--- config.mk ---
export PLATFORM = sky130hd
export DESIGN_NAME = extend_unit_pipe_flat
export DESIGN_NICKNAME = d
export VERILOG_FILES = /design/src/rtl/extend_unit_pipe_if.sv /design/src/rtl/extend_unit_pipe.sv /design/src/flat_wrapper.sv
export SDC_FILE = /design/constraint.sdc
export NUM_CORES = 1
export LEC_CHECK = 0
export CAP_MARGIN = 40
export CORE_ASPECT_RATIO = 0.8
export CORE_MARGIN = 4
export CORE_UTILIZATION = 56
export DETAILED_ROUTE_END_ITERATION = 6
export PLACE_DENSITY = 0.86
export SLEW_MARGIN = 30
export SYNTH_ARGS = -nofsm -noshare
export SYNTH_HDL_FRONTEND = slang
export SYNTH_SLANG_ARGS = --single-unit
export TNS_END_PERCENT = 1
--- constraint.sdc ---
create_clock -name clk -period 5.5 [get_ports clk]
set_clock_uncertainty 0.05 [all_clocks]
set_input_delay 0.825 -clock clk [delete_from_list [all_inputs] [get_ports clk]]
set_output_delay 0.825 -clock clk [all_outputs]
set_load 0.03 [all_outputs]
--- src/rtl/extend_unit_pipe_if.sv ---
// Valid/ready bundle between the instruction decoder (master) and the
// pipelined immediate extender (slave).
interface extend_unit_pipe_if #(
    parameter int DATA_W = 32
);
    logic              in_valid;
    logic              in_ready;
    logic [23:0]       in_inst;
    logic [2:0]        in_mode;
    logic              out_valid;
    logic              out_ready;
    logic [DATA_W-1:0] out_imm;
    logic              out_illegal;

    // Decoder side: offers instruction beats, consumes extended immediates.
    modport master (
        output in_valid, in_inst, in_mode, out_ready,
        input  in_ready, out_valid, out_imm, out_illegal
    );

    // Extender side.
    modport slave (
        input  in_valid, in_inst, in_mode, out_ready,
        output in_ready, out_valid, out_imm, out_illegal
    );
endinterface

--- src/rtl/extend_unit_pipe.sv ---
// Two-stage valid/ready immediate extender for the decode stage.
// Stage 1 holds the raw immediate field and mode, stage 2 holds the
// extended result. Illegal modes yield a zero immediate with a flag and
// bump a saturating counter at input acceptance.
module extend_unit_pipe #(
    parameter int DATA_W   = 32,
    parameter int ERRCNT_W = 8
) (
    input  logic                clk,
    input  logic                reset,
    extend_unit_pipe_if.slave   bus,
    output logic [ERRCNT_W-1:0] err_count
);

    typedef enum logic [2:0] {
        MODE_ZX8  = 3'b000,
        MODE_ZX12 = 3'b001,
        MODE_BR   = 3'b010,
        MODE_ROT  = 3'b011,
        MODE_ZX24 = 3'b100
    } mode_e;

    logic                s1_valid_q;
    logic [23:0]         s1_inst_q;
    logic [2:0]          s1_mode_q;
    logic                s2_valid_q;
    logic [DATA_W-1:0]   s2_imm_q;
    logic                s2_illegal_q;
    logic [ERRCNT_W-1:0] err_count_q;

    logic                s2_adv;
    logic                s1_adv;
    logic                accept;
    logic                illegal_accept;
    logic [31:0]         rot_src;
    logic [31:0]         rot_val;
    logic [DATA_W-1:0]   imm_d;
    logic                illegal_d;

    // Stage 2 moves whenever it is empty or drained; stage 1 whenever it is
    // empty or can hand its beat forward. Empty slots therefore collapse.
    assign s2_adv         = !s2_valid_q || bus.out_ready;
    assign s1_adv         = !s1_valid_q || s2_adv;
    assign accept         = bus.in_valid && s1_adv;
    assign illegal_accept = accept && (bus.in_mode > MODE_ZX24);

    // Right rotation by 2*rot within 32 bits: the low word of a doubled
    // copy shifted right by the rotate amount.
    assign rot_src = {24'd0, s1_inst_q[7:0]};
    assign rot_val = 32'({rot_src, rot_src} >> {s1_inst_q[11:8], 1'b0});

    // Extend the stage-1 immediate according to its mode.
    always_comb begin
        // NOTE: defaults first so every path assigns every output; no latches.
        imm_d     = '0;
        illegal_d = 1'b0;
        case (s1_mode_q)
            MODE_ZX8:  imm_d = DATA_W'(s1_inst_q[7:0]);
            MODE_ZX12: imm_d = DATA_W'(s1_inst_q[11:0]);
            MODE_BR:   imm_d = {{(DATA_W-26){s1_inst_q[23]}}, s1_inst_q, 2'b00};
            MODE_ROT:  imm_d = DATA_W'(rot_val);
            MODE_ZX24: imm_d = DATA_W'(s1_inst_q);
            default:   illegal_d = 1'b1;
        endcase
    end

    // Stage 1: capture the fields of an accepted beat.
    always_ff @(posedge clk or posedge reset) begin
        if (reset) begin
            // NOTE: non-blocking assignments for all state so every register
            // samples pre-edge values regardless of block ordering.
            s1_valid_q <= 1'b0;
            s1_inst_q  <= '0;
            s1_mode_q  <= '0;
        end else if (s1_adv) begin
            s1_valid_q <= bus.in_valid;
            if (bus.in_valid) begin
                s1_inst_q <= bus.in_inst;
                s1_mode_q <= bus.in_mode;
            end
        end
    end

    // Stage 2: register the extended result; holds while stalled.
    always_ff @(posedge clk or posedge reset) begin
        if (reset) begin
            s2_valid_q   <= 1'b0;
            s2_imm_q     <= '0;
            s2_illegal_q <= 1'b0;
        end else if (s2_adv) begin
            s2_valid_q <= s1_valid_q;
            if (s1_valid_q) begin
                s2_imm_q     <= imm_d;
                s2_illegal_q <= illegal_d;
            end
        end
    end

    // Saturating count of illegal beats accepted at the input.
    always_ff @(posedge clk or posedge reset) begin
        if (reset) begin
            err_count_q <= '0;
        end else if (illegal_accept && (err_count_q != '1)) begin
            err_count_q <= err_count_q + 1'b1;
        end
    end

    assign bus.in_ready    = s1_adv;
    assign bus.out_valid   = s2_valid_q;
    assign bus.out_imm     = s2_imm_q;
    assign bus.out_illegal = s2_illegal_q;
    assign err_count       = err_count_q;

endmodule
--- src/flat_wrapper.sv ---
// flat-port wrapper written by rule: the top's interface ports become plain ports
module extend_unit_pipe_flat 
#(
    parameter int DATA_W   = 32,
    parameter int ERRCNT_W = 8
)
  (clk, reset, err_count, bus_in_valid, bus_in_inst, bus_in_mode, bus_out_ready, bus_in_ready, bus_out_valid, bus_out_imm, bus_out_illegal);
  extend_unit_pipe_if #(.DATA_W(DATA_W)) bus_i ();
  input  logic clk;
  input  logic reset;
  output logic [ERRCNT_W-1:0] err_count;
  input wire logic [$bits(bus_i.in_valid)-1:0] bus_in_valid;
  input wire logic [$bits(bus_i.in_inst)-1:0] bus_in_inst;
  input wire logic [$bits(bus_i.in_mode)-1:0] bus_in_mode;
  input wire logic [$bits(bus_i.out_ready)-1:0] bus_out_ready;
  output wire logic [$bits(bus_i.in_ready)-1:0] bus_in_ready;
  output wire logic [$bits(bus_i.out_valid)-1:0] bus_out_valid;
  output wire logic [$bits(bus_i.out_imm)-1:0] bus_out_imm;
  output wire logic [$bits(bus_i.out_illegal)-1:0] bus_out_illegal;
  assign bus_i.in_valid = bus_in_valid;
  assign bus_i.in_inst = bus_in_inst;
  assign bus_i.in_mode = bus_in_mode;
  assign bus_i.out_ready = bus_out_ready;
  assign bus_in_ready = bus_i.in_ready;
  assign bus_out_valid = bus_i.out_valid;
  assign bus_out_imm = bus_i.out_imm;
  assign bus_out_illegal = bus_i.out_illegal;
  extend_unit_pipe #(.DATA_W(DATA_W), .ERRCNT_W(ERRCNT_W)) u_core (.clk(clk), .reset(reset), .bus(bus_i), .err_count(err_count));
endmodule
# [Word-level counts from Yosys, hierarchy flattened]
# Index checks and enable logic that the tools add are counted.
[word_totals] regBits=70 elab_cells=28
[op_classes] shifts=1 muxes=2 n_eq_ne=5 n_lt_le_gt_ge=1 n_reduce_logical=11 n_addsub=1
[ops] operator="one-hot mux 32 bit (5 select lines)" n=1
[ops] operator=">> shifter 40 x 5 -> 32 bit" n=1
[ops] operator="adder 8 x 1 -> 8 bit (second input constant)" n=1
[ops] operator="inequality test 8 bit (second input constant)" n=1
[ops] operator="== test 3 x 2 -> 1 bit (second input constant)" n=2
[ops] operator="OR reduction 5 bit" n=1
[ops] operator="AND reduction 2 bit" n=2
[ops] operator="== test 3 x 1 -> 1 bit (second input constant)" n=1
[ops] operator="== test 3 bit (second input constant)" n=1
[ops] operator="greater-than comparator 3 bit (second input constant)" n=1
[ops] operator="logical AND 1 bit" n=3
[ops] operator="logical NOT 3 bit" n=1
[ops] operator="logical NOT 1 bit" n=2
[ops] operator="logical OR 1 bit" n=2
[ops] operator="2-to-1 mux 1 bit" n=1

# [Longest topological paths before layout]
# Gate-level depths: netlist of the first run.
[logic_depth] word_depth=6 depth_mapped=7 ltp_nobuf=4

# [Worst setup path before layout of the first run]
# OpenSTA, ideal clock, no wires.
[synth_timing] path_type="input-to-reg" startpoint="input port bus_out_ready" endpoint="register u_core.s2_imm_q[10] (netlist: u_core.bus.out_imm[10])" cell_stages=5 t_arrival_ns=1.792 n_path_buf=2 slack_ns=3.532 path_cell_list="nand2b_1 nand2_1 buf_2 buf_2 a221o_1"
[synth_between] elab_chain_len=2
[synth_lines] element="from (decl)" line_no="flat_wrapper.sv:15" rtl="input wire logic [$bits(bus_i.out_ready)-1:0] bus_out_ready;"
[synth_lines] element="logical OR 1 bit" line_no="extend_unit_pipe.sv:42" rtl="assign s2_adv = !s2_valid_q || bus.out_ready;"
[synth_lines] element="AND reduction 2 bit (no line)"
[synth_lines] element="to (signal assigned)" line_no="extend_unit_pipe.sv:93" rtl="s2_imm_q <= imm_d;"
[synth_lines] element="to (decl)" line_no="extend_unit_pipe.sv:27" rtl="logic [DATA_W-1:0] s2_imm_q;"
# No other way between the ends.
# A chain may end at the register's enable or synchronous reset.

# [Worst setup path in the final report of the first run]
[layout_timing] startpoint="input port bus_out_ready" endpoint="output port bus_in_ready"
[layout_between] elab_chain_len=2
[layout_lines] element="logical OR 1 bit" line_no="extend_unit_pipe.sv:42"
[layout_lines] element="logical OR 1 bit" line_no="extend_unit_pipe.sv:43" rtl="assign s1_adv = !s1_valid_q || s2_adv;"
[layout_lines] element="to (decl)" line_no="flat_wrapper.sv:16" rtl="output wire logic [$bits(bus_i.in_ready)-1:0] bus_in_ready;"
# No other way between the ends.

==> results.cfg, run 1 <==
[run_status]
status = complete, no violations

[floorplan]
io_pins = 74
die_h_um = 81.58
core_area_sq_um = 6474
std_cell_rows = 26
die-area_sq_um = 8156
fp.dieW_um = 99.98
initial_utilization = 0.5854

[routing]
drt-pass1-iter-count = 6
wl_um = 9347
drc = 0
final_antenna_net_count = 0
drt-wirelength-per-cell_um = 18.84
drtIter0Drc = 343
via_per_inst = 6.373
num_vias = 3161

[critical_path]
crit_top_cell = clkdlybuf4s50_1
crit_path_start_kind = input port
path_class = in -> out
endpoint_kind = output pin
cp.arrival_ns = 2.15
cp.depth = 3
slowest_stage = clkdlybuf4s50_1
ff2ff_setup_slack_ns = 3.38
cpPeakStageDelay_ns = 0.68
crit_path_end = bus_in_ready
crit_buf_inv = 2
crit_family = buffers and inverters
cp.required_ns = 4.62
critPathMaxFanout = 4
reg2reg_from = u_core.s1_mode_q[0]
r2r_cells = 4
path_cells = clkdlybuf4s50_1 -> nand3b_4 -> clkdlybuf4s50_1
startpoint = bus_out_ready
reg2reg_to = u_core.bus.out_imm[4]

[synthesis]
seq_area_frac_synth = 0.4622
syn_area_per_cell_sq_um = 10.95
synthesis.nets = 378
ys_async_sr_fraction = 1.000
ys_ff_latch = 70
netlist_area_sq_um = 3790
syn_inst = 346
synth_edf_count = 0
ys.flop_type = dfrtp_1
yosysWarnings = 0
ys_types = 59

[sta]
timing.setup.tns_ns = 0
fin_crit_sh = 0.5491
slew_headroom = 0.4602
setup_viol = 0
hold_ws_ns = 0.4412
rsz0062_at_grt = false
period_minus_slack_ns = 3.020
max_freq_mhz = 331.1
hold_violations = 0
worst_slew_pin_slew_ns = 0.8097
final_max_slew_viol_count = 0

[worst_hold_path]
hp-class = reg -> reg

[cells_and_area]
area_delta_synth_final_pct = 26.58
drive_gt1_frac = 0.1675
mostFrequentLayoutCell = clkdlybuf4s50_1
layout_common_cells = 73 x clkdlybuf4s50_1, 70 x dfrtp_1, 34 x nand2_1
fin_nets = 439
antennaDiodeCount = 0
fillerInstances = 436

[grt]
grt-ovfl-total = 0
grt_max_degree = 71
grt_pass1_vias = 3058
grt_pass1_wl_um = 15420
track_usage = 0.2422
antenna_found_initial = 0

[placed_design]
dp_hpwl_um = 6455
portBuffers = 73
gp_congestion = 0.9251

[run]
drv_cap = 0

[clocking]
h-tree-depth = 3
cts_sinks = 70
postCtsSetupRepairBufs = 0
cts_buffers = 9
cts_resized = 0
cts_hold_buf = 0
root_buffer = clkbuf_8
clk_pin_slew_ns = 0.08
insertion_delay_ns = 0.35
cts_buffer_depth = 2
cts_tree = yes

[pwr]
powerDensity_nw_per_um2 = 388.0
leakage_uw = 0.001941
peakVddDrop_uv = 308.8
[kinds of logic after synthesis]
| group | after synthesis | share of synthesized area |
|---|---|---|
| simple gates | 115 | 0.1786 |
| compound gates | 79 | 0.1723 |
| flops | 70 | 0.4622 |
| mux | 40 | 0.1185 |
| buf+inv | 33 | 0.04655 |
| xor+xnor | 8 | 0.01849 |
| fa+ha+maj | 1 | 0.003301 |
[cell type report]
cell class                 count  area, sq um  area share
tap                           84        105.1     0.02191
clock inverter                 5        105.1     0.02191
sequential                    70         1752      0.3652
timing repair buffer          78        803.3      0.1674
clock buffer                  11        151.4     0.03156
multi-input combinational    243         1862      0.3881
inverter                       5        18.77    0.003912
[tightest hold or removal path, stage by stage, from the launching register on]
cell,delay [ns]
dfrtp_1,0.35
nand2_1,0.05
nand3_1,0.06
[worst min path at each step]
stage,from,end,depth (start not counted)
finish,u_core.bus.out_imm[13],u_core.bus.out_imm[13],2
global route,u_core.bus.out_imm[13],u_core.bus.out_imm[13],2
CTS,u_core.bus.out_imm[13],u_core.bus.out_imm[13],2
detailed placement,u_core.bus.out_imm[13],u_core.bus.out_imm[13],2
global placement,u_core.bus.out_imm[13],u_core.bus.out_imm[13],2
floorplan,u_core.s1_inst_q[13],u_core.s1_inst_q[13],1
[per-layer routing]
metal / share of wire / wire length, um / global-route usage
met1: 0.43 / 3990 / 0.3370
met2: 0.45 / 4223 / 0.3655
met3: 0.094 / 879 / 0.07301
met4: 0.027 / 254 / 0.07941
met5: 0 / 0 / 0
[sequential cells by signal, summed over array words and instances (netlist names)]
| register | count |
|---|---|
| u_core.s1_inst_q | 24 |
| u_core.bus.out_valid | 1 |
| u_core.bus.out_imm | 32 |
| u_core.s1_valid_q | 1 |
| u_core.err_count | 8 |
| u_core.s1_mode_q | 3 |
| u_core.bus.out_illegal | 1 |
[where the power goes]
part           total [uW]  switching, uW  internal, uW
clock network         517            192           326
registers             728            122           606
logic                 616            341           274
[cell usage after synthesis (4+ instances only)]
cell	n	area [sq um]
clkbuf_1	6	22.52
a21oi_1	9	45.04
nor4bb_1	4	40.04
a32oi_1	4	35.03
nand4_1	7	43.79
nand2b_1	6	37.54
nor3_1	7	35.03
mux2i_1	5	50.05
mux2_2	33	371.6
buf_4	5	37.54
nand2_1	34	127.6
nor2_1	10	37.54
o211ai_1	8	60.06
nand3_1	20	100.1
dfrtp_1	70	1752
a22oi_1	10	75.07
o221ai_1	10	87.58
buf_2	14	70.07
xor2_1	8	70.07
o21a_1	4	30.03
inv_1	5	18.77
a221o_1	8	80.08
[through the flow]
stage / utilization / std cells / worst slack [ns] / total power (uW) / area, sq um
after floorplan: - / 346 / 2.857 / 1110 / 3790
after global placement: 0.6925 / 477 / 2.495 / 1319 / 4483
after detailed placement: 0.6948 / 478 / 2.480 / 1337 / 4498
after CTS: 0.7344 / 494 / 2.475 / 1862 / 4755
after global routing: 0.7410 / 496 / 2.427 / 1953 / 4797
final: 0.7410 / 496 / 2.480 / 1861 / 4797
Note: power is estimated with default switching activity, not from simulation.
==> run 2, diff against run 1 <==
CORE_UTILIZATION = 47   (was 56)
PLACE_DENSITY = 0.77   (was 0.86)
clock period = 2.5 ns   (was 5.5 ns; I/O delays follow)
==> results.cfg, run 2 (synthesis results as in run 1) <==
[routing]
drc = 0
num_vias = 3236
drt-wirelength-per-cell_um = 18.68
final_antenna_net_count = 0
drt-pass1-iter-count = 5
wl_um = 9845
drtIter0Drc = 337
via_per_inst = 6.140

[run_status]
status = complete, no violations

[cells_and_area]
fin_nets = 449
drive_gt1_frac = 0.1848
antennaDiodeCount = 0
mostFrequentLayoutCell = clkdlybuf4s50_1
area_delta_synth_final_pct = 26.64
layout_common_cells = 73 x clkdlybuf4s50_1, 70 x dfrtp_1, 34 x nand2_1
final_util = 0.6313
largest_reg_flops = 32

[floorplan]
die-area_sq_um = 9573
core_area_sq_um = 7602
std_cell_rows = 28
initial_utilization = 0.4985
fp.dieW_um = 108.4
io_pins = 74
die_h_um = 88.32

[sta]
setup_viol = 0
timing.setup.tns_ns = 0
worst_slew_pin_slew_ns = 0.6641
rsz0062_at_grt = false
slew_headroom = 0.5573
period_minus_slack_ns = 2.156
final_max_slew_viol_count = 0
hold_violations = 0
max_freq_mhz = 463.9
fin_crit_sh = 0.8622

[critical_path]
cpPeakStageDelay_ns = 0.69
endpoint_kind = output pin
path_cells = nand3b_4 -> clkdlybuf4s50_1
crit_path_start_kind = register
critPathMaxFanout = 8
reg2reg_from = u_core.s1_inst_q[9]
reg2reg_to = u_core.bus.out_imm[14]
path_class = reg -> out
cp.arrival_ns = 1.73
ff2ff_setup_slack_ns = 0.50
r2r_cells = 4
slowest_stage = clkdlybuf4s50_1
cp.required_ns = 2.08

[run]
drv_cap = 0

[pwr]
leakage_uw = 0.001942
peakVddDrop_uv = 642.2
powerDensity_nw_per_um2 = 793.8

[clocking]
cts_hold_buf = 0
cts_tree = yes
cts_buffers = 9
h-tree-depth = 3
clk_pin_slew_ns = 0.08
root_buffer = clkbuf_8
cts_sinks = 70
postCtsSetupRepairBufs = 0
insertion_delay_ns = 0.36
cts_buffer_depth = 2
cts_resized = 0

[grt]
grt-ovfl-total = 0
antenna_found_initial = 0
grt_pass1_wl_um = 15880
gr-max-usage-layer = met2
track_usage = 0.2137
grt_use_met3 = 0.07075
grt_pass1_vias = 3124
use_met2 = 0.3211
grt_max_degree = 29
grtUsageMet1 = 0.2992

[worst_hold_path]
hp-class = in -> async

[placed_design]
dp_hpwl_um = 7208
portBuffers = 73
gp_congestion = 0.9355
-- run 2: worst max-delay path by stage --
stage	from	end	slack, ns
floorplan	reset	u_core.bus.out_illegal	0.31
global placement	bus_out_ready	bus_in_ready	0.39
detailed placement	bus_out_ready	u_core.bus.out_imm[18]	0.36
CTS	u_core.s1_valid_q	bus_in_ready	0.35
global route	u_core.s1_valid_q	bus_in_ready	0.28
finish	u_core.s1_valid_q	bus_in_ready	0.34
-- run 2: report_power, final --
part / switching [uW] / leakage (uW) / total, uW / internal (uW)
clock network: 464 / 0.0000793 / 829 / 365
logic: 768 / 0.000985 / 1390 / 620
registers: 260 / 0.000877 / 1590 / 1330
-- run 2: worst max-delay path, delay by kind of cell, from the launching register on --
kind                   cells  cell delay, ns
buffers and inverters      1            0.69
flip-flops                 1            0.52
AND/OR/NAND/NOR            1            0.17
-- run 2: cell type report --
cell class | count | area (sq um)
sequential | 70 | 1752
multi-input combinational | 243 | 1862
clock inverter | 6 | 45.04
fill | 635 | 2803
clock buffer | 10 | 127.6
tap | 105 | 131.4
inverter | 5 | 18.77
timing repair buffer | 88 | 863.3
-- run 2: routing by layer --
layer,vias up,routed length [um]
met5,-,0
met4,0,172
met3,21,844
met2,156,4437
met1,1597,4390
li1,1462,-
-- run 2: through the flow --
| step | hold slack, ns | std cells | power, uW | worst slack [ns] | area (sq um) |
|---|---|---|---|---|---|
| 5_1_grt | 0.3825 | 527 | 3998 | 0.2756 | 4800 |
| 3_3_place_gp | 0.4242 | 510 | 2947 | 0.3933 | 4612 |
| 4_1_cts | 0.3578 | 526 | 3806 | 0.3474 | 4785 |
| 6_report | 0.3379 | 527 | 3810 | 0.3444 | 4800 |
| 3_5_place_dp | 0.4335 | 510 | 2980 | 0.3589 | 4612 |
| 2_1_floorplan | 0.4334 | 346 | 2442 | 0.3068 | 3790 |
==> run 3, diff against run 2 <==
CTS_CLUSTER_DIAMETER = 200   (was default)
SKIP_LAST_GASP = 1   (was default)
==> results of run 3 <==
Final layout, timing and power as in run 2 (identical DEF).
==> patch (flow settings as in run 3) <==
`ERRCNT_W` is set to 8 in 2 places; all go to 7.
--- a/src/rtl/extend_unit_pipe.sv
+++ b/src/rtl/extend_unit_pipe.sv
@@ -4,7 +4,7 @@
 // bump a saturating counter at input acceptance.
 module extend_unit_pipe #(
     parameter int DATA_W   = 32,
-    parameter int ERRCNT_W = 8
+    parameter int ERRCNT_W = 7
 ) (
     input  logic                clk,
     input  logic                reset,
--- a/src/flat_wrapper.sv
+++ b/src/flat_wrapper.sv
@@ -2,7 +2,7 @@
 module extend_unit_pipe_flat 
 #(
     parameter int DATA_W   = 32,
-    parameter int ERRCNT_W = 8
+    parameter int ERRCNT_W = 7
 )
   (clk, reset, err_count, bus_in_valid, bus_in_inst, bus_in_mode, bus_out_ready, bus_in_ready, bus_out_valid, bus_out_imm, bus_out_illegal);
   extend_unit_pipe_if #(.DATA_W(DATA_W)) bus_i ();
Ports: changed (resized err_count); port bits go from 74 to 73. The function was not compared with the original's and may differ.
==> patch against run 3 <==
  * Total power rose by 0.18%
  * Global-route usage rose by 0.31 points
  * Final area fell by 3.2%
  * Combinational power fell by 4%
  * Sequential share of layout area rose by 0.71 points
  * Wire length fell by 1.8%
  * Register-to-register slack got worse by 0.03 ns
  * Worst setup slack improved by 0.064 ns
  * Sequential cell count fell by 1
  * Via count fell by 2.8%
  * Cell count fell by 3.4%
  * Area after synthesis fell by 3.6%
  * Core utilization fell by 0.89 points
  * Critical endpoint unchanged
  * Largest cell class unchanged
  * Largest power group unchanged
==> patch: results (changes against run 3) <==
stage;metric;value;unit;change
run_status;outcome;finished, final reports clean;;
place;place_area;4453;sq um;-3.4%
logic_synthesis;synth_edf_count;0;;unchanged
power_and_ir_drop;leakage;1.913;nW;-1.5%
power_and_ir_drop;ir_worst_vdd;0.5333;mV;-17%
place;dp_worst_setup_slack;0.2470;ns;-0.1119 ns
finish;fin_cells;509;;-3.4%
detailed_routing;detail_route.wl_per_cell;18.99;um;+1.7%
grt;grt_max_degree;70;;+140%
grt;grt_pass1_vias;3034;;-2.9%
finish;multi_input_area;1745;sq um;-6.3%
logic_synthesis;async_flop_share;100.0;%;unchanged
logic_synthesis;netlist_top_cells_count;dfrtp_1, mux2_2, nand2_1;;
logic_synthesis;synth_nets;364;;-3.7%
place;place.gp.congestion;0.9182;;-1.8%
clock_tree;h-tree-depth;3;;unchanged
detailed_routing;wl_met2;4273;um;-3.7%
grt;grt_first_pass_wirelength;15670;um;-1.3%
clock_tree;numCtsBuffers;9;;unchanged
detailed_routing;firstDrtPassIters;6;;+1
finish;insertedDiodeCount;0;;unchanged
worst_setup_path;arrival;1.67;ns;-0.06 ns
grt;grt_usage;21.68;%;+0.31 points
clock_tree;cts_resized;0;;unchanged
clock_tree;cts_hold_buf;0;;unchanged
detailed_routing;drt_iter0_drc;366;;+8.6%
worst_setup_path;r2r-end;u_core.bus.out_imm[9];;
logic_synthesis;ys_seq_area_share;47.26;%;+1.0 points
detailed_routing;viasPerCell;6.179;;+0.62%
logic_synthesis;synth_area_leaders;dfrtp_1, mux2_2, a22oi_1, nand2_1, nand3_1;;
place;dpl.hpwl;6823;um;-5.3%
finish;drive_gt1_share;17.33;%;-1.2 points
timing;post-route-min-period;2.092;ns;-0.06405 ns
finish;final.fill_count;615;;-3.1%
timing;finalSetupViolCount;0;;unchanged
worst_setup_path;cp-startpoint;bus_out_ready;;
finish;layout.nets;432;;-3.8%
detailed_routing;wl_met1;4379;um;-0.25%
place;io_buffers;72;;-1.4%
worst_setup_path;crit_slowest_cell;clkdlybuf4s50_1;;
detailed_routing;wl_met3;807;um;-4.4%
worst_setup_path;r2r_setup_slack;0.47;ns;-0.03 ns
logic_synthesis;synth_top_area_share;47.26;%;+1.0 points
logic_synthesis;synth_flop_cell;dfrtp_1;;
worst_setup_path;cp_max_fo;4;;-4
place;dp.cells;494;;-3.1%
worst_setup_path;crit_family;buffers and inverters;;
logic_synthesis;ys_types;55;;-6.8%
power_and_ir_drop;internal_power;2.406;mW;+3.8%
timing;relSlewSlack;48.93;%;-6.8 points
logic_synthesis;syn_area_per_cell;11.00;sq um;+0.47%
==> patch: routing by layer <==
metal	vias to the layer above	global-route usage, %
met4	0	7.549
li1	1407	-
met2	174	32.51
met1	1537	30.64
met3	27	5.782
met5	-	0
==> patch: power groups by stage <==
stage	clock (mW)	combinational (mW)	sequential [mW]
after floorplan	0	0.645	1.75
after global placement	0	1.30	1.59
after detailed placement	0	1.32	1.60
after CTS	0.922	1.33	1.58
after global routing	0.964	1.42	1.62
final	0.898	1.33	1.59
==> patch: worst min-delay path by stage <==
stage | start | end | slack [ns] | cells after the start
2_1_floorplan | bus_in_valid | u_core.s1_valid_q | 0.43 | 1
3_3_place_gp | u_core.err_count[5] | u_core.err_count[5] | 0.43 | 1
3_5_place_dp | u_core.err_count[5] | u_core.err_count[5] | 0.43 | 1
4_1_cts | reset | u_core.bus.out_imm[13] | 0.38 | 3
5_1_grt | reset | u_core.s1_inst_q[16] | 0.42 | 3
6_report | reset | u_core.bus.out_illegal | 0.37 | 3
==> patch: worst register-to-register path: stages, from the launching register on <==
cell	delay, ns
dfrtp_1	0.70
mux2_2	0.44
mux2i_2	0.35
nor3_1	0.10
a221o_1	0.27
==> patch: kinds of logic after synthesis <==
family | after synthesis | synth area share [%]
muxes | 40 | 12.36
adders and majority gates | 1 | 0.3424
and+or+nand+nor | 98 | 15.34
xor gates and xnor gates | 6 | 1.438
DFF | 69 | 47.26
AOI/OAI and AO/OA | 84 | 18.29
buffers and inverters | 34 | 4.966
==> patch: area by class of cell <==
cell class	count	share of cell area (%)
Multi-Input combinational cell	229	37.58
Sequential cell	69	37.20
Clock buffer	11	3.044
Timing Repair Buffer	84	17.73
Clock inverter	4	1.051
Inverter	7	0.5657
Tap cell	105	2.829
